### src/rtl/i2s_pkg.sv
// Shared I2S definitions: clock ratios, slot geometry and the stereo sample type
// used by the receiver, the filter and the transmitter.
`timescale 1ns/1ps
package i2s_pkg;

    localparam int SAMPLE_W_DEF = 24;
    localparam int BCK_DIV      = 4;
    localparam int FRAME_CLKS   = 256;
    localparam int SLOTS_PER_CH = 32;

    typedef struct packed {
        logic [23:0] l;
        logic [23:0] r;
    } stereo_sample_t;

    // Slot 0 is the I2S one-bit delay; slots 1..width carry the word MSB-first.
    function automatic logic slot_has_data(input logic [4:0] slot, input int unsigned width);
        return (slot != 5'd0) && ({27'd0, slot} <= width)
               && (width < 32'(SLOTS_PER_CH));
    endfunction

endpackage

### src/rtl/i2s_tx_shifter.sv
// One channel's output shifter: parallel load of a sample word, then shifts
// left with zero fill; the serial bit is always the current MSB.
`timescale 1ns/1ps
module i2s_tx_shifter #(
    parameter int W = 24
) (
    input  logic         clk,
    input  logic         reset,
    input  logic         load,
    input  logic         shift,
    input  logic [W-1:0] load_data,
    output logic         msb
);

    logic [W-1:0] sh_d;
    logic [W-1:0] sh_q;

    always_comb begin
        sh_d = sh_q;
        if (load) begin
            sh_d = load_data;
        end else if (shift) begin
            sh_d = {sh_q[W-2:0], 1'b0};
        end else begin
            sh_d = sh_q;
        end
    end

    always_ff @(posedge clk) begin
        if (reset) begin
            sh_q <= '0;
        end else begin
            sh_q <= sh_d;
        end
    end

    assign msb = sh_q[W-1];

endmodule

### src/rtl/i2s_tx.sv
// Stereo I2S transmitter with a one-deep pending buffer and an underrun counter.
// Define I2S_TX_HOLD_EN to replay the previous sample on underrun instead of silence.
`timescale 1ns/1ps
module i2s_tx
    import i2s_pkg::*;
#(
    parameter int SAMPLE_W = SAMPLE_W_DEF,
    parameter int UCNT_W   = 16
) (
    input  logic                clk,
    input  logic                reset,
    input  logic                in_valid,
    input  logic [SAMPLE_W-1:0] in_left,
    input  logic [SAMPLE_W-1:0] in_right,
    output logic                in_ready,
    output logic                bck,
    output logic                lrck,
    output logic                dout,
    output logic                frame_start,
    output logic                underrun,
    output logic [UCNT_W-1:0]   underrun_cnt
);

    logic [7:0]          p_d, p_q;
    logic                pend_full_d, pend_full_q;
    logic [SAMPLE_W-1:0] pend_l_d, pend_l_q, pend_r_d, pend_r_q;
    logic                in_ready_d, in_ready_q;
    logic                dout_d, dout_q;
    logic                frame_start_d, frame_start_q;
    logic                underrun_d, underrun_q;
    logic [UCNT_W-1:0]   ucnt_d, ucnt_q;
    logic [SAMPLE_W-1:0] act_l_s, act_r_s;
    logic                load_s, xfer_s, bit_edge_s, data_slot_s;
    logic                shift_l_s, shift_r_s, msb_l_s, msb_r_s;
`ifdef I2S_TX_HOLD_EN
    logic [SAMPLE_W-1:0] act_l_d, act_l_q, act_r_d, act_r_q;
`endif

    always_comb begin
        p_d         = p_q + 8'd1;
        load_s      = (p_q == 8'hFF);
        xfer_s      = in_valid && in_ready_q;
        // dout only moves on the edge into p[1:0]==00, so look one slot ahead.
        bit_edge_s  = (p_q[1:0] == 2'b11);
        data_slot_s = slot_has_data(p_d[6:2], 32'(SAMPLE_W));
        shift_l_s   = bit_edge_s && data_slot_s && !p_d[7];
        shift_r_s   = bit_edge_s && data_slot_s && p_d[7];

        pend_full_d = pend_full_q;
        pend_l_d    = pend_l_q;
        pend_r_d    = pend_r_q;
        if (load_s && pend_full_q) begin
            pend_full_d = 1'b0;
        end else if (xfer_s) begin
            pend_full_d = 1'b1;
            pend_l_d    = in_left;
            pend_r_d    = in_right;
        end else begin
            pend_full_d = pend_full_q;
        end

        if (pend_full_q) begin
            act_l_s = pend_l_q;
            act_r_s = pend_r_q;
        end else begin
`ifdef I2S_TX_HOLD_EN
            act_l_s = act_l_q;
            act_r_s = act_r_q;
`else
            act_l_s = '0;
            act_r_s = '0;
`endif
        end

`ifdef I2S_TX_HOLD_EN
        act_l_d = load_s ? act_l_s : act_l_q;
        act_r_d = load_s ? act_r_s : act_r_q;
`endif

        ucnt_d = ucnt_q;
        if (load_s && !pend_full_q && (ucnt_q != {UCNT_W{1'b1}})) begin
            ucnt_d = ucnt_q + {{(UCNT_W-1){1'b0}}, 1'b1};
        end else begin
            ucnt_d = ucnt_q;
        end

        dout_d = dout_q;
        if (bit_edge_s) begin
            dout_d = data_slot_s ? (p_d[7] ? msb_r_s : msb_l_s) : 1'b0;
        end else begin
            dout_d = dout_q;
        end

        in_ready_d    = !pend_full_d;
        frame_start_d = (p_d == 8'hFF);
        underrun_d    = (p_d == 8'hFF) && !pend_full_d;
    end

    always_ff @(posedge clk) begin
        if (reset) begin
            p_q           <= 8'd0;
            pend_full_q   <= 1'b0;
            pend_l_q      <= '0;
            pend_r_q      <= '0;
            in_ready_q    <= 1'b0;
            dout_q        <= 1'b0;
            frame_start_q <= 1'b0;
            underrun_q    <= 1'b0;
            ucnt_q        <= '0;
`ifdef I2S_TX_HOLD_EN
            act_l_q       <= '0;
            act_r_q       <= '0;
`endif
        end else begin
            p_q           <= p_d;
            pend_full_q   <= pend_full_d;
            pend_l_q      <= pend_l_d;
            pend_r_q      <= pend_r_d;
            in_ready_q    <= in_ready_d;
            dout_q        <= dout_d;
            frame_start_q <= frame_start_d;
            underrun_q    <= underrun_d;
            ucnt_q        <= ucnt_d;
`ifdef I2S_TX_HOLD_EN
            act_l_q       <= act_l_d;
            act_r_q       <= act_r_d;
`endif
        end
    end

    i2s_tx_shifter #(.W(SAMPLE_W)) u_shift_l (
        .clk       (clk),
        .reset     (reset),
        .load      (load_s),
        .shift     (shift_l_s),
        .load_data (act_l_s),
        .msb       (msb_l_s)
    );

    i2s_tx_shifter #(.W(SAMPLE_W)) u_shift_r (
        .clk       (clk),
        .reset     (reset),
        .load      (load_s),
        .shift     (shift_r_s),
        .load_data (act_r_s),
        .msb       (msb_r_s)
    );

    assign bck          = p_q[1];
    assign lrck         = p_q[7];
    assign in_ready     = in_ready_q;
    assign dout         = dout_q;
    assign frame_start  = frame_start_q;
    assign underrun     = underrun_q;
    assign underrun_cnt = ucnt_q;

endmodule
### config.mk
export PLATFORM = sky130hd
export DESIGN_NAME = i2s_tx
export DESIGN_NICKNAME = d
export VERILOG_FILES = /design/src/rtl/i2s_pkg.sv /design/src/rtl/i2s_tx_shifter.sv /design/src/rtl/i2s_tx.sv
export SDC_FILE = /design/constraint.sdc
export NUM_CORES = 1
export LEC_CHECK = 0
export ABC_AREA = 0
export BUFFER_PORTS_ARGS = -buffer_cell sky130_fd_sc_hd__buf_2
export CAP_MARGIN = 20
export CELL_PAD_IN_SITES_DETAIL_PLACEMENT = 1
export CELL_PAD_IN_SITES_GLOBAL_PLACEMENT = 2
export CORE_ASPECT_RATIO = 1.5
export CORE_MARGIN = 3
export CORE_UTILIZATION = 34
export CTS_CLUSTER_SIZE = 14
export DETAILED_ROUTE_END_ITERATION = 6
export GPL_TIMING_DRIVEN = 0
export PLACE_DENSITY_LB_ADDON = 0.15
export SKIP_CTS_REPAIR_TIMING = 1
export SLEW_MARGIN = 20
export SYNTH_ARGS = -nofsm -noshare
export SYNTH_HDL_FRONTEND = slang
export SYNTH_SLANG_ARGS = --single-unit
### constraint.sdc
create_clock -name clk -period 3.55 [get_ports clk]
set_input_delay 0.5325 -clock clk [delete_from_list [all_inputs] [get_ports clk]]
set_output_delay 0.5325 -clock clk [all_outputs]
set_load 0.05 [all_outputs]
==> metrics.md, run 1 <==
| Metric | Value |
|---|---|
| Routed Antenna Nets | `0` |
| Fmax | `0.323 GHz` |
| Row cnt | `56` |
| CTS tree | `built` |
| Prevailing post-synth register cell | `dfxtp_1` |
| Metal2 WL | `roughly 8.4 mm` |
| Area Overhead vs Synth | `21.5%` |
| TritonCTS Buffers | `17` |
| Crit-path cells | `ha_1 -> clkbuf_1 -> nand4_1 -> nor2_2 -> and2_1 -> buf_2 -> or2_2 -> buf_2 -> buf_1 -> nand2_1 -> a21oi_1` |
| GRT Total Usage | `between 10% and 20%` |
| Wirelength per Cell | `16.2 µm` |
| Die Y | `161 µm` |
| Final slew viol count | `0` |
| Placed cell areas | `6050 µm²` |
| RSZ-0062 raised after global routing | `false` |
| Fraction of layout cells with a size suffix above 1 | `15.2%` |
| Clock slew at reported path FFs | `0.05 ns` |
| Fillers | `1,941` |
| Syn Nets | `730` |
| Met3 WL post-DR | `641 µm` |
| Worst path slowest cell | `dfxtp_1` |
| Placed Cells | `950` |
| Crit start category | `flop` |
| Vias/cell | `5.15` |
| Tmin final | `3.09 ns` |
| Async SR Flop Fraction | `0%` |
| Register area share after synthesis | `46.0%` |
| DRC viols | `0` |
| Vias in the first global route | `5,396` |
| Max-cap viol count | `0` |
| Setup Skew | `0.00587 ns` |
| Worst Tran Pin Value | `0.756 ns` |
| Clk buf depth | `2` |
| Top cells by count, synth | `a21oi_1 (144), dfxtp_1 (125), nand2_1 (117)` |
| Gr ovfl total | `0` |
| CTS Root Cell | `clkbuf_16` |
| Hold Path Class | `input pin to flop` |
| Largest net degree at the start of global routing | `17` |
| Syn avg cell area | `8.04 µm²` |
| Core area | `15,600 µm²` |
| Antenna cells | `0` |
| Die Area | `17,600 µm²` |
| Final WL | `15.9 mm` |
| Top-area cell type share of the netlist area | `46.0%` |
| Outcome | `finished clean` |
| Fin crit share | `87.1%` |
| Mapped Cells | `676` |
| Synth unique cells | `between 40 and 50` |
| Setup ws final | `roughly 0.46 ns` |
| CP Class | `flop to flop` |
| IO Pins | `73` |
| Gpl congestion | `0.790` |
| Worst EP arrival | `approximately 3.4 ns` |
| Required time of the critical path | `~3.9 ns` |
| Met1 WL | `roughly 6.6 mm` |
| Peak supply drop | `0.000281 V` |
| Setup violators final | `0` |
| Buffers on Ports | `approximately 70` |
| First-pass GRT wire length | `26.6 mm` |
| Crit-path max FO | `10` |
| Starting Density | `between 30% and 40%` |
| Yosys top cell by area | `dfxtp_1` |
| Leakage | `2.75 nW` |
| DP HPWL | `around 12 mm` |
| Most used cell, CP | `buf_2` |
| PwrDens | `497 nW/µm²` |
| Antenna violations before repair | `0` |
| Max layer used | `met4` |
| Final hold viol count | `0` |
| Synth Register Bits | `125` |
| Worst Hold Slack | `0.354 ns` |
| Final nets | `820` |
| Clock Latency Late Sink | `slightly above 0.4 ns` |
| Ys Warns | `0` |
| Setup slack, reg-to-reg | `0.46 ns` |
| Max stage delay on crit path | `0.45 ns` |
| Crit path capture type | `flop` |
| TNS Setup | `0 ns` |
| Die X | `109 µm` |
| Worst slack, placed | `0.339 ns` |
| Finished Cell Area | `between 6000 and 7000 µm²` |
| Largest cells by area after synthesis | `dfxtp_1 (46%), a21oi_1 (13%), nand2_1 (8.1%)` |
| Drt pass-1 iters | `4` |
| Post-synth EDFFs | `0` |
| Max-Slew Margin vs Limit | `49.2%` |
| Synthesized cell area | `5440 µm²` |
| Vias | `around 5,100` |
| Cell with the most instances after synthesis | `a21oi_1` |
| Number of DRC markers in iteration 0 | `169` |
| Htree depth | `4` |
| CTS sink cnt | `125` |
| Finished Layout Cells | `~980` |
-- flip-flops by register name, indices dropped and copies added, names as in the netlist --
signal and cells:
u_shift_r.sh_q 24, in_ready 1, underrun 1, pend_r_q 24, pend_l_q 24, frame_start 1
pend_full_q 1, underrun_cnt 16, p_q 8, dout 1, u_shift_l.sh_q 24
-- cells in the final DEF (no fill, tap or decap), types with 5 or more instances in the layout --
master	Yosys	routed
a21oi_1	144	144
dfxtp_1	125	125
nand2_1	117	117
buf_2	5	76
nor2_1	55	54
clkbuf_1	44	45
nor3_1	28	28
mux2i_1	23	23
o31ai_1	23	23
a211oi_1	22	22
clkbuf_16	0	17
xor2_1	12	12
nand3_1	9	9
clkbuf_8	0	7
and2_1	6	6
nand4_1	5	5
o21ai_0	5	5
xnor2_1	5	5
clkinv_2	0	5
-- critical path: cells and delay by family (launching register included) --
kind                       cells  cell delay (ns)
buffers and inverters          4             1.22
and+or+nand+nor                5             0.97
DFF                            1             0.45
adders and majority gates      1             0.18
AOI/OAI and AO/OA              1             0.16
-- final timing paths --
check	from	end	depth (start not counted)
worst max register to register	p_q[1]	pend_l_q[4]	11
worst min-delay path	in_right[4]	pend_r_q[4]	3
worst min register to register	pend_l_q[11]	pend_l_q[11]	2
worst max-delay path	p_q[1]	pend_l_q[4]	11
-- routing by layer --
metal	GRT usage, %	vias to the layer above
li1	-	2539
met1	21.1	2425
met2	34.4	77
met3	5.35	12
met4	5.50	0
met5	0	-
-- stage by stage --
step | power, mW | utilization, %
floorplan | 1.61 | -
global placement | 1.69 | 38.7
detailed placement | 1.70 | 38.7
CTS | 3.32 | 42.3
global route | 3.42 | 42.3
finish | 3.28 | 42.3
-- cell families (layout without fill, tap and decap cells) --
| kind of cell | after synthesis | count (layout) | share of synthesized area [%] |
|---|---|---|---|
| flops | 125 | 125 | 46.0 |
| xor+xnor | 17 | 17 | 2.74 |
| mux | 25 | 25 | 4.72 |
| compound gates | 206 | 206 | 21.8 |
| simple gates | 241 | 241 | 19.3 |
| fa+ha+maj | 3 | 3 | 0.691 |
| buf+inv | 59 | 161 | 4.67 |
-- where the power goes --
part | internal (mW) | switching [mW] | leakage (nW)
combinational | 0.0666 | 0.133 | 1.46
clock | 1.01 | 0.608 | 0.281
sequential | 1.44 | 0.0253 | 1.01
total | 2.52 | 0.766 | 2.75
-- final cells by class --
class	instances	area, µm²	area share, %
buffer	57	246	3.73
timing repair buffer	71	355	5.38
tap	203	254	3.84
multi-input combinational	492	2680	40.6
clock buffer	25	526	7.95
inverter	2	7.51	0.114
clock inverter	6	32.5	0.492
sequential	125	2500	37.9
No activity file was read; power rests on OpenSTA's default activity.
==> run 2, diff against run 1 <==
- CORE_UTILIZATION: 34 -> 36
- SYNTH_HIERARCHICAL: not set -> 1
==> metrics.md, run 2 <==
| Metric | Value |
|---|---|
| DP HPWL | `11.4 mm` |
| Peak supply drop | `0.000245 V` |
| Cell count along the critical path | `10` |
| Critical path capture point | `u_shift_l/sh_q[7]` |
| Worst R2R Start | `p_q[0]` |
| Cell with the most instances after synthesis | `dfxtp_1` |
| Area Overhead vs Synth | `20.3%` |
| Gr ovfl total | `0` |
| Required time of the critical path | `between 3 and 4 ns` |
| CP Class | `flop to flop` |
| Htree depth | `4` |
| CTS tree | `built` |
| Worst EP arrival | `3.14 ns` |
| Most frequent cells in the layout | `dfxtp_1 (125), nand2_1 (107), buf_2 (89)` |
| Worst Hold Slack | `0.355 ns` |
| Post-synth EDFFs | `0` |
| First-pass GRT wire length | `26.4 mm` |
| Finished Cell Area | `roughly 7100 µm²` |
| Leakage | `around 2.7 nW` |
| Placed cell areas | `around 6500 µm²` |
| Final slew viol count | `0` |
| Row cnt | `56` |
| Die X | `between 100 and 150 µm` |
| CTS Root Cell | `clkbuf_16` |
| Setup Skew | `0.0107 ns` |
| Worst setup path startpoint | `p_q[0]` |
| Hold Path Origin | `in_right[10]` |
| TritonCTS Buffers | `17` |
| Async SR Flop Fraction | `0%` |
| Syn avg cell area | `about 9 µm²` |
| CTS sink cnt | `~130` |
| Critical path's top delay family | `compound AO/OA/AOI/OAI gates` |
| DRC viols | `0` |
| Top cells by count, synth | `dfxtp_1 (125), nand2_1 (107), a21oi_1 (61)` |
| Buffers on Ports | `72` |
| Final hold viol count | `0` |
| Vias/cell | `slightly above 5` |
| Crit-path cells | `ha_1 -> buf_2 -> nand4_1 -> xor2_1 -> o311ai_0 -> nor3_1 -> buf_6 -> buf_12 -> mux2i_1 -> a211oi_1` |
| Fin crit share | `79.5%` |
| Worst Path Buf+Inv | `3` |
| Vias in the first global route | `5,283` |
| Crit path capture type | `flop` |
| Antenna violations before repair | `0` |
| RSZ-0062 raised after global routing | `false` |
| Synth unique cells | `54` |
| Max-Slew Margin vs Limit | `33.4%` |
| FF-to-FF path depth | `10` |
| Fillers | `1,917` |
| PwrDens | `475 nW/µm²` |
| Register area share after synthesis | `42.2%` |
| Clk buf depth | `2` |
| Setup violators final | `0` |
| IO Pins | `73` |
| Worst path slowest cell | `o311ai_0` |
| Tmin final | `2.82 ns` |
| Die Y | `roughly 160 µm` |
| Synth Register Bits | `125` |
| Crit start category | `flop` |
| Clock slew at reported path FFs | `0.06 ns` |
| Final nets | `about 800` |
| Vias | `4,951` |
| Setup slack, reg-to-reg | `0.73 ns` |
| Gpl congestion | `around 0.80` |
| Wirelength per Cell | `16.1 µm` |
| GRT Total Usage | `18.0%` |
| Outcome | `finished clean` |
| Ys Warns | `6` |
| Reg2reg end | `u_shift_l/sh_q[7]` |
| Routed Antenna Nets | `0` |
| Yosys top cell by area | `dfxtp_1` |
| Fraction of layout cells with a size suffix above 1 | `about a fifth` |
| Max stage delay on crit path | `just over 0.6 ns` |
| Syn Nets | `719` |
| Clock Latency Late Sink | `0.42 ns` |
| Commonest non-fill, non-tap cell in the layout | `dfxtp_1` |
| Top-area cell type share of the netlist area | `42.2%` |
| Mapped Cells | `665` |
| Die Area | `18,100 µm²` |
| Prevailing post-synth register cell | `dfxtp_1` |
| Fin util | `44.8%` |
| Final WL | `15.7 mm` |
| Synthesized cell area | `5930 µm²` |
| Crit-path max FO | `10` |
| Fmax | `0.354 GHz` |
| Antenna cells | `0` |
| Drt pass-1 iters | `4` |
| TNS Setup | `0 ns` |
| Worst Tran Pin Value | `0.995 ns` |
| Largest net degree at the start of global routing | `17` |
| Max-cap viol count | `0` |
| Largest cells by area after synthesis | `dfxtp_1 (42%), mux2i_1 (7.8%), nand2_1 (6.8%)` |
| Core area | `roughly 16,000 µm²` |
| Starting Density | `37.3%` |
| Hold Path Class | `input pin to flop` |
| Number of DRC markers in iteration 0 | `between 100 and 150` |
[run 2: kinds of logic after synthesis]
group	share of synthesized area, %
and+or+nand+nor	25.8
AOI/OAI and AO/OA	15.9
DFF	42.2
buffers and inverters	5.83
muxes	9.10
xor gates and xnor gates	0.591
adders and majority gates	0.633
[run 2: how the worst min path moves through the flow]
stage | end | slack (ns) | cells after the start
after floorplan | pend_l_q[0] | 0.43 | 2
after global placement | pend_l_q[23] | 0.44 | 2
after detailed placement | pend_l_q[15] | 0.45 | 2
after CTS | pend_r_q[10] | 0.34 | 3
after global routing | pend_l_q[6] | 0.35 | 3
final | pend_r_q[10] | 0.35 | 3
[run 2: metal layers]
layer / up-vias / track usage, % / routed length [µm]
met1: 2372 / 20.6 / 6780
li1: 2491 / - / -
met2: 66 / 32.7 / 8170
met5: - / 0 / 0
met3: 22 / 3.82 / 396
met4: 0 / 6.72 / 318
[run 2: worst reg2reg max path, cell delays in order (launching register included)]
cell and delay, ns:
dfxtp_1 0.44, ha_1 0.18, buf_2 0.19, nand4_1 0.18
xor2_1 0.19, o311ai_0 0.61, nor3_1 0.18, buf_6 0.20
buf_12 0.15, mux2i_1 0.14, a211oi_1 0.26
[run 2: through the flow]
stage,setup slack [ns],cells,total power [mW]
2_1_floorplan,0.903,665,1.60
3_3_place_gp,0.849,940,1.68
3_5_place_dp,0.736,940,1.69
4_1_cts,0.702,971,3.43
5_1_grt,0.454,971,3.53
6_report,0.727,971,3.39
[run 2: cell type report]
cell class              instances  area [µm²]  share of cell area [%]
inverters                       8        30.0                   0.421
clock buffers                  24         502                    7.04
multi-input cells             483        3080                    43.2
repair buffers                 72         360                    5.05
clock inverters                 7        85.1                    1.19
well taps                     203         254                    3.56
flip-flops and latches        125        2500                    35.1
plain buffers                  49         315                    4.42
[run 2: power breakdown]
group	switching, mW	leakage (nW)	internal, mW	total [mW]
Sequential	0.0185	1.01	1.44	1.45
Combinational	0.125	1.35	0.0730	0.199
Clock	0.620	0.296	1.12	1.74
==> run 3, diff against run 2 <==
- ABC_AREA: 0 -> 1
- CORE_UTILIZATION: 36 -> 32
- clock period: 3.55 -> 2.7 ns (I/O delays scaled with it)
==> metrics.md, run 3 <==
| Metric | Value |
|---|---|
| Outcome | `finished clean` |
| Synth unique cells | `30` |
| Final hold viol count | `0` |
| Die Area | `20,500 µm²` |
| CTS sink cnt | `between 100 and 150` |
| Hold Path Sink | `pend_l_q[4]` |
| Prevailing post-synth register cell | `dfxtp_1` |
| Hold Path Origin | `in_left[4]` |
| Final nets | `1,050` |
| Vias | `approximately 5,600` |
| Worst R2R Start | `p_q[1]` |
| Yosys top cell by area | `dfxtp_1` |
| Clk buf depth | `2` |
| Mapped Cells | `903` |
| Worst Tran Pin Value | `roughly 0.59 ns` |
| Clock slew at reported path FFs | `~0.05 ns` |
| Required time of the critical path | `3.06 ns` |
| Max-Slew Margin vs Limit | `between 60% and 70%` |
| FF-to-FF path depth | `15` |
| Die Y | `174 µm` |
| Top cells by count, synth | `nand2_1 (255), dfxtp_1 (125), inv_1 (123)` |
| Htree depth | `4` |
| Gr ovfl total | `0` |
| Largest net degree at the start of global routing | `17` |
| Max-cap viol count | `0` |
| Antenna violations before repair | `0` |
| GRT Total Usage | `16.7%` |
| Final slew viol count | `0` |
| Routed Antenna Nets | `0` |
| Ys Warns | `6` |
| Area Overhead vs Synth | `21.0%` |
| Peak supply drop | `0.000349 V` |
| Finished Cell Area | `around 7300 µm²` |
| Reg2reg end | `u_shift_l/sh_q[3]` |
| Tmin final | `around 2.4 ns` |
| Register area share after synthesis | `41.6%` |
| Async SR Flop Fraction | `0%` |
| Crit path capture type | `flop` |
| Hold depth | `3` |
| Most frequent cells in the layout | `nand2_1 (255), dfxtp_1 (125), inv_1 (123)` |
| Clock Latency Late Sink | `between 0.4 and 0.5 ns` |
| Setup violators final | `0` |
| Row cnt | `60` |
| DP HPWL | `about 12 mm` |
| Number of DRC markers in iteration 0 | `167` |
| Total power | `4.35 mW` |
| Worst Path Buf+Inv | `3` |
| Vias in the first global route | `5,793` |
| Die X | `118 µm` |
| Most used cell, CP | `nand2_1` |
| Antenna cells | `0` |
| Fmax | `roughly 0.42 GHz` |
| Placed Cells | `1,223` |
| Critical path's top delay family | `simple AND/OR/NAND/NOR gates` |
| Finished Layout Cells | `1,255` |
| Hold Path Class | `input pin to flop` |
| Cell with the most instances after synthesis | `nand2_1` |
| Wirelength per Cell | `13.0 µm` |
| Final WL | `16.4 mm` |
| Vias/cell | `4.48` |
| Syn Nets | `957` |
| Multi-input logic area | `2750 µm²` |
| Largest cells by area after synthesis | `dfxtp_1 (42%), nand2_1 (16%), nand3_1 (8.5%)` |
| First-pass GRT wire length | `28.0 mm` |
| Synthesized cell area | `6020 µm²` |
| CTS tree | `built` |
| Worst path slowest cell | `dfxtp_1` |
| Fillers | `2,455` |
| Core area | `18,200 µm²` |
| Leakage | `approximately 3.7 nW` |
| CTS Root Cell | `clkbuf_16` |
| Drt pass-1 iters | `5` |
| Worst Hold Slack | `0.236 ns` |
| Starting Density | `33.1%` |
| Max stage delay on crit path | `0.39 ns` |
| Cell count along the critical path | `15` |
| Placed cell areas | `6690 µm²` |
| CP Class | `flop to flop` |
| IO Pins | `73` |
| Setup Skew | `0.0111 ns` |
| Gpl congestion | `0.764` |
| Post-synth EDFFs | `0` |
| Worst EP arrival | `2.73 ns` |
| DRC viols | `0` |
| TritonCTS Buffers | `17` |
| Fin crit share | `87.7%` |
| Commonest non-fill, non-tap cell in the layout | `nand2_1` |
| Buffers on Ports | `72` |
| Syn avg cell area | `6.66 µm²` |
| RSZ-0062 raised after global routing | `false` |
| Crit start category | `flop` |
| Synth Register Bits | `125` |
| Setup slack, reg-to-reg | `roughly 0.33 ns` |
| Crit-path max FO | `10` |
| PwrDens | `598 nW/µm²` |
| Fraction of layout cells with a size suffix above 1 | `~17%` |
| Top-area cell type share of the netlist area | `41.6%` |
| Sequential cell area | `2500 µm²` |
| Crit-path cells | `ha_1 -> buf_2 -> nand3_2 -> nor2_2 -> nand2_1 -> nand2_1 -> nor2_1 -> nand2_1 -> nand3_2 -> a21oi_4 -> buf_4 -> nand3_1 -> nand3_1 -> nand2_1 -> inv_1` |
[run 3: cell types whose count changed after synthesis, sizes merged, moves of 38 or more]
cell / previous run / this run
and2: 50 / 0
a21oi: 61 / 23
o21ai: 8 / 53
nand3: 10 / 105
nand2: 108 / 261
nor2b: 53 / 0
inv: 8 / 128
mux2i: 46 / 0
a211oi: 48 / 0
nor2: 19 / 131
[run 3: metal layers]
metal | wire, µm | track usage, % | vias to the layer above
li1 | - | - | 2945
met1 | 7600 | 20.2 | 2593
met2 | 8110 | 29.4 | 77
met3 | 478 | 3.65 | 13
met4 | 172 | 5.28 | 0
met5 | 0 | 0 | -
[run 3: power by group]
part,leakage [nW],switching [mW],internal (mW)
clock,0.271,0.808,1.32
combinational,2.45,0.178,0.108
sequential,1.02,0.0350,1.91
total,3.74,1.02,3.33
[run 3: worst max path at each step]
stage	startpoint	to	slack (ns)
after floorplan	p_q[1]	u_shift_l/sh_q[12]	0.19
after global placement	p_q[1]	u_shift_l/sh_q[3]	-0.04
after detailed placement	p_q[1]	u_shift_l/sh_q[3]	-0.05
after CTS	p_q[1]	u_shift_l/sh_q[3]	-0.1
after global routing	p_q[1]	u_shift_l/sh_q[3]	0.03
final	p_q[1]	u_shift_l/sh_q[3]	0.33
[run 3: layout make-up]
class | instances | share of cell area [%]
buffer | 49 | 4.38
tap | 248 | 4.26
timing repair buffer | 74 | 5.16
multi-input combinational | 601 | 37.7
clock buffer | 22 | 6.52
inverter | 128 | 6.64
sequential | 125 | 34.4
clock inverter | 8 | 0.928
[run 3: cell families (layout without fill, tap and decap cells)]
kind of cell             Yosys count  in the layout  share of synthesized area, %
AO/OA/AOI/OAI                     77             77                          6.51
XOR/XNOR                          12             12                          1.75
adder cells (fa/ha/maj)            3              3                         0.624
buffers and inverters            177            281                          13.3
flip-flops                       125            125                          41.6
AND/OR/NAND/NOR                  509            509                          36.2
[run 3: metrics by stage]
stage	util, %	TNS (ns)	setup WS, ns
global placement	36.8	-0.636	-0.0435
finish	40.1	0	0.331
detailed placement	36.8	-0.577	-0.0549
CTS	39.8	-1.21	-0.0968
floorplan	-	0	0.193
global route	40.1	0	0.0265
[run 3: worst reg2reg max path: cells and delay by family, from the launching register on]
| kind | cells | cell delay (ns) |
|---|---|---|
| AOI/OAI and AO/OA | 1 | 0.27 |
| adders and majority gates | 1 | 0.16 |
| DFF | 1 | 0.39 |
| buffers and inverters | 3 | 0.52 |
| and+or+nand+nor | 10 | 0.99 |
